$ cat src/rtl/systolic_ctrl.sv
// Sequencer for a ROWS x COLS systolic grid: weight load, skewed activation stream, done pulse.
// Optional weight reuse across jobs is enabled by defining SYSTOLIC_CTRL_WREUSE_EN.
module systolic_ctrl #(
  parameter int ROWS    = 4,
  parameter int COLS    = 4,
  parameter int VEC_W   = 8,
  parameter int WADDR_W = 4
) (
  input  logic               clk,
  input  logic               reset,
  input  logic               start,
  input  logic [VEC_W-1:0]   num_vectors,
`ifdef SYSTOLIC_CTRL_WREUSE_EN
  input  logic               keep_weights,
`endif
  output logic               busy,
  output logic               done,
  output logic               mux_ctrl,
  output logic               weight_WE,
  output logic               wt_rd_en,
  output logic [WADDR_W-1:0] wt_rd_addr,
  output logic               act_rd_en,
  output logic [VEC_W-1:0]   act_rd_addr,
  output logic [ROWS-1:0]    left_valid,
  output logic [COLS-1:0]    out_valid,
  output logic [1:0]         dbg_state
);

  // Wide enough for K + ROWS + COLS - 1 at max K without wrapping.
  localparam int TW = VEC_W + 1 + $clog2(ROWS + COLS);

  typedef enum logic [1:0] {IDLE, LOAD, COMPUTE, DONE} state_t;

  state_t            state, nxt_state;
  logic [TW-1:0]     t, nxt_t;
  logic [VEC_W-1:0]  k_q, nxt_k;
  logic [TW-1:0]     k_ext_q, nk_ext;
  logic              skip_load;

  logic               o_busy, o_done, o_mux, o_we, o_wt_en, o_act_en;
  logic [WADDR_W-1:0] o_wt_addr;
  logic [VEC_W-1:0]   o_act_addr;
  logic [ROWS-1:0]    o_left;
  logic [COLS-1:0]    o_out;

`ifdef SYSTOLIC_CTRL_WREUSE_EN
  logic w_loaded;
  assign skip_load = keep_weights && w_loaded;
`else
  assign skip_load = 1'b0;
`endif

  assign dbg_state = state;
  assign k_ext_q   = {{(TW-VEC_W){1'b0}}, k_q};
  assign nk_ext    = {{(TW-VEC_W){1'b0}}, nxt_k};

  always_comb begin
    nxt_state = state;
    nxt_t     = t;
    nxt_k     = k_q;
    case (state)
      IDLE: begin
        if (start) begin
          nxt_k = num_vectors;
          nxt_t = '0;
          if (skip_load) nxt_state = (num_vectors == '0) ? DONE : COMPUTE;
          else           nxt_state = LOAD;
        end
      end
      LOAD: begin
        if (t == TW'(ROWS - 1)) begin
          nxt_t     = '0;
          nxt_state = (k_q == '0) ? DONE : COMPUTE;
        end else begin
          nxt_t = t + TW'(1);
        end
      end
      COMPUTE: begin
        if (t == k_ext_q + TW'(ROWS + COLS - 2)) begin
          nxt_t     = '0;
          nxt_state = DONE;
        end else begin
          nxt_t = t + TW'(1);
        end
      end
      default: begin
        nxt_t     = '0;
        nxt_state = IDLE;
      end
    endcase
  end

  // Outputs are decoded from the next state so they land registered in the cycle they describe.
  always_comb begin
    o_busy     = (nxt_state != IDLE);
    o_done     = (nxt_state == DONE);
    o_mux      = (nxt_state == LOAD);
    o_wt_en    = (nxt_state == LOAD);
    o_we       = (nxt_state == LOAD) && (nxt_t == TW'(ROWS - 1));
    o_wt_addr  = (nxt_state == LOAD) ? (WADDR_W'(ROWS - 1) - nxt_t[WADDR_W-1:0]) : '0;
    o_act_en   = (nxt_state == COMPUTE) && (nxt_t < nk_ext);
    o_act_addr = o_act_en ? nxt_t[VEC_W-1:0] : '0;
    o_left     = '0;
    o_out      = '0;
    for (int r = 0; r < ROWS; r++)
      o_left[r] = (nxt_state == COMPUTE) && (nxt_t >= TW'(r)) && (nxt_t < TW'(r) + nk_ext);
    for (int c = 0; c < COLS; c++)
      o_out[c] = (nxt_state == COMPUTE) && (nxt_t >= TW'(ROWS + c)) &&
                 (nxt_t < TW'(ROWS + c) + nk_ext);
  end

  always_ff @(posedge clk) begin
    if (reset) begin
      state       <= IDLE;
      t           <= '0;
      k_q         <= '0;
      busy        <= 1'b0;
      done        <= 1'b0;
      mux_ctrl    <= 1'b0;
      weight_WE   <= 1'b0;
      wt_rd_en    <= 1'b0;
      wt_rd_addr  <= '0;
      act_rd_en   <= 1'b0;
      act_rd_addr <= '0;
      left_valid  <= '0;
      out_valid   <= '0;
`ifdef SYSTOLIC_CTRL_WREUSE_EN
      w_loaded    <= 1'b0;
`endif
    end else begin
      state       <= nxt_state;
      t           <= nxt_t;
      k_q         <= nxt_k;
      busy        <= o_busy;
      done        <= o_done;
      mux_ctrl    <= o_mux;
      weight_WE   <= o_we;
      wt_rd_en    <= o_wt_en;
      wt_rd_addr  <= o_wt_addr;
      act_rd_en   <= o_act_en;
      act_rd_addr <= o_act_addr;
      left_valid  <= o_left;
      out_valid   <= o_out;
`ifdef SYSTOLIC_CTRL_WREUSE_EN
      if (state == LOAD && t == TW'(ROWS - 1)) w_loaded <= 1'b1;
`endif
    end
  end

endmodule

$ cat config.mk
export PLATFORM = sky130hd
export DESIGN_NAME = systolic_ctrl
export DESIGN_NICKNAME = d
export VERILOG_FILES = /design/src/rtl/systolic_ctrl.sv
export SDC_FILE = /design/constraint.sdc
export NUM_CORES = 1
export LEC_CHECK = 0
export CELL_PAD_IN_SITES_DETAIL_PLACEMENT = 1
export CELL_PAD_IN_SITES_GLOBAL_PLACEMENT = 2
export CORE_MARGIN = 3
export CORE_UTILIZATION = 36
export DETAILED_ROUTE_END_ITERATION = 10
export GPL_TIMING_DRIVEN = 0
export PLACE_DENSITY_LB_ADDON = 0.1
export SETUP_SLACK_MARGIN = 0.5
export SYNTH_ARGS = -nofsm -noshare
export SYNTH_HDL_FRONTEND = slang
export SYNTH_SLANG_ARGS = --single-unit
export TNS_END_PERCENT = 100
$ cat constraint.sdc
create_clock -name clk -period 4.9 [get_ports clk]
set_clock_uncertainty 0.05 [all_clocks]
set_input_delay 0.98 -clock clk [delete_from_list [all_inputs] [get_ports clk]]
set_output_delay 0.98 -clock clk [all_outputs]
set_load 0.02 [all_outputs]
==> results of run 1 <==
[stage by stage]
stage	setup TNS, ns	total power [W]	instances	area, sq um
2_1_floorplan	0	0.000652	536	4440
3_3_place_gp	-9.37	0.000754	717	5000
3_5_place_dp	-9.97	0.000766	718	5010
4_1_cts	0	0.00115	732	5400
5_1_grt	0	0.00123	760	5820
6_report	0	0.00116	760	5820
[worst max-delay path by stage]
| stage | slack [ns] | end | cells after the start | start |
|---|---|---|---|---|
| final | 0.67 | act_rd_addr[5] | 16 | t[1] |
| after global routing | 0.42 | act_rd_addr[6] | 19 | k_q[2] |
| after CTS | 0.50 | left_valid[2] | 16 | start |
| after detailed placement | -1.71 | left_valid[2] | 16 | start |
| after floorplan | 0.51 | left_valid[2] | 15 | start |
| after global placement | -1.74 | left_valid[2] | 17 | start |
[area by class of cell]
type | instances | area [sq um]
well taps | 143 | 179
repair buffers | 73 | 703
clock buffers | 5 | 125
flip-flops and latches | 46 | 927
inverters | 29 | 131
plain buffers | 28 | 179
multi-input cells | 433 | 3560
clock inverters | 3 | 21.3
fillers | 1403 | 5890
[state kept, by name (all words and copies together) (netlist names)]
register and count:
k_q 8, left_valid 4, wt_rd_addr 4, dbg_state 2, out_valid 4, done 1
t 12, act_rd_addr 8, weight_WE 1, wt_rd_en 1, busy 1
[routing by layer]
layer	global-route usage [%]	part of all wire, %	routed length [um]
met1	30.8	47	7490
met2	40.3	48	7540
met3	4.06	2.9	465
met4	6.35	1.8	282
met5	0	0	0
[kinds of logic (layout without fill, tap and decap cells)]
| group | Yosys count | after routing | share of synthesized area, % |
|---|---|---|---|
| adder cells (fa/ha/maj) | 73 | 73 | 20.6 |
| AND/OR/NAND/NOR | 194 | 194 | 23.0 |
| buffers and inverters | 57 | 138 | 5.72 |
| multiplexers | 7 | 7 | 1.61 |
| XOR/XNOR | 49 | 49 | 9.67 |
| flip-flops | 46 | 46 | 20.7 |
| AO/OA/AOI/OAI | 110 | 110 | 18.7 |
[power breakdown]
group          leakage (nW)  switching (W)  internal (W)
Combinational          2.01       0.000245      0.000169
Sequential            0.375      0.0000122      0.000386
Clock                0.0698       0.000157      0.000189
Total                  2.45       0.000414      0.000744
[critical path, cell delays in order, from the launching register on]
cell        delay [ns]
dfxtp_2           0.45
ha_1              0.33
nor4b_2           0.32
a31oi_2           0.24
nor2_1            0.26
buf_2             0.30
nor2_4            0.12
a31oi_4           0.29
clkinvlp_4        0.24
ha_2              0.22
a21o_1            0.17
a21o_1            0.18
a211oi_2          0.19
nand4b_1          0.14
a211o_1           0.41
buf_8             0.18
nor2_2            0.09
[cell usage after synthesis, drive strengths merged (3+ instances only)]
| master | n | area share [%] |
|---|---|---|
| nand2b | 11 | 1.6 |
| nor3 | 16 | 1.8 |
| nand4 | 8 | 1.3 |
| xnor2 | 27 | 5.3 |
| a21oi | 28 | 3.4 |
| a311oi | 3 | 0.59 |
| o31a | 5 | 1.0 |
| or3 | 4 | 0.68 |
| o311a | 5 | 1.1 |
| and2 | 5 | 0.70 |
| xor2 | 22 | 4.3 |
| inv | 28 | 2.4 |
| mux2i | 6 | 1.4 |
| nand3b | 3 | 0.51 |
| nand2 | 30 | 2.5 |
| a211oi | 6 | 1.0 |
| nor3b | 4 | 0.68 |
| clkbuf | 10 | 0.85 |
| nor4 | 5 | 0.85 |
| nor2b | 13 | 2.0 |
| ha | 73 | 21 |
| or2 | 5 | 0.70 |
| a2111oi | 4 | 1.2 |
| nor2 | 65 | 6.1 |
| dfxtp | 46 | 21 |
| buf | 18 | 2.4 |
| nand3 | 16 | 1.9 |
| a21o | 5 | 0.85 |
| nor4b | 3 | 0.59 |
| o21ai | 23 | 2.7 |
| o2111ai | 4 | 0.79 |
[what timing repair did]
action / in CTS / in global routing
pin swaps: 3 / 18
buffers inserted: 5 / 26
endpoints found under the hold margin: 0 / 0
resized for setup: 45 / 45
hold buffers: 0 / 0
endpoints found under the setup margin: 16 / 16
gates cloned: 1 / 2
==> flow_summary.yaml, run 1 <==
yosys:
  syn-num-nets: 620
  syn_area_sq_mm: 0.00444
  yosys_register_bits: 46
  synth_area_per_cell_sq_um: 8.28
  synthCells: 536
  synth_ff_type: "dfxtp_1"
  yosys_warnings: 0
  synth_cell_types: 75
  synth_edf_count: 0
  ys_async_sr_fraction_pct: 0
  yosysSeqAreaShare_pct: 20.7
global_routing:
  grt-ovfl-total: 0
  grt_max_degree: 16
  antenna_found_initial: 0
  grt.total_usage_pct: 23.6
  first_global_vias: 4512
  grt_pass1_wl_um: 24600
setup_path:
  reg2reg_from: "t[1]"
  start_kind: "flip-flop"
  rrSetupSlack_ns: 0.67
  required_ns: 5.09
  critPathMaxFanout: 10
  r2r_end: "act_rd_addr[5]"
  reg2regPathDepth: 16
  worstSetupPathType: "reg -> reg"
  arrival_ns: 4.42
  crit_path_end_kind: "flip-flop"
clock_tree:
  path_clk_slew_ns: 0.07
  cts.sinks: 46
  cts_root_buffer: "clkbuf_16"
  cts_buffer_depth: 2
  cts_made_buffers: 5
  cts_htree_levels: 2
  clock_latency_ns: 0.30
  cts_tree: "yes"
cells_and_area:
  drive_gt1_share_pct: 23.3
  final_cell_mix: "ha_1 (65), nor2_1 (55), dfxtp_1 (43), clkdlybuf4s50_1 (37), buf_4 (32)"
  areaGrowthSynthToFinish_pct: 31.2
  antenna_cells: 0
  final_common_cell: "ha_1"
  nets: 700
  finish.utilization_pct: 49.7
drt:
  remaining_drc_errors: 0
  wl_um: 15800
  viasPerCell: 5.66
  firstDrtPassIters: 4
  wl_per_cell_um: 20.8
  num_vias: 4300
  drt.antenna.violating_nets: 0
  drtIter0Drc: 182
place:
  post-place-ws_ns: -1.71
  place.gp.congestion: 0.846
  dp_hpwl_um: 11400
  port_buffers: 38
power:
  p_leak_nw: 2.45
  power_density_mw_per_mm2: 199
  peakVddDrop_mv: 0.159
sta:
  rsz0062_at_grt: "false"
  fin_hold_ws_ns: 0.502
  worst_pin_slew_ns: 0.723
  slew_headroom_pct: 51.8
  final-hold-violation-count: 0
  fin_ws_ns: 0.669
  finalSetupViolations: 0
  fin_crit_sh_pct: 86.4
  fmax_mhz: 236
  post-route-min-period_ns: 4.23
  slew_violations: 0
hold_path:
  hold_end: "t[11]"
  hold_class: "reg -> reg"
  whs_path_depth: 2
  min_from: "t[11]"
die:
  pin_count: 39
  die_h_um: 117
  fp.dieArea_sq_mm: 0.0137
  die_w_um: 117
  start_util_pct: 37.9
  fp-row-count: 39
  core_sq_mm: 0.0117
job:
  max_cap_violations: 0
status:
  status: "complete, no violations"
No activity file was read; power rests on OpenSTA's default activity.
==> run 2, diff against run 1 <==
--- a/config.mk
+++ b/config.mk
@@ -10,6 +10,7 @@
 export CORE_MARGIN = 3
 export CORE_UTILIZATION = 36
 export DETAILED_ROUTE_END_ITERATION = 10
+export GPL_ROUTABILITY_DRIVEN = 0
 export GPL_TIMING_DRIVEN = 0
 export PLACE_DENSITY_LB_ADDON = 0.1
 export SETUP_SLACK_MARGIN = 0.5
==> results of run 2 <==
Final layout, timing and power as in run 1 (identical DEF).
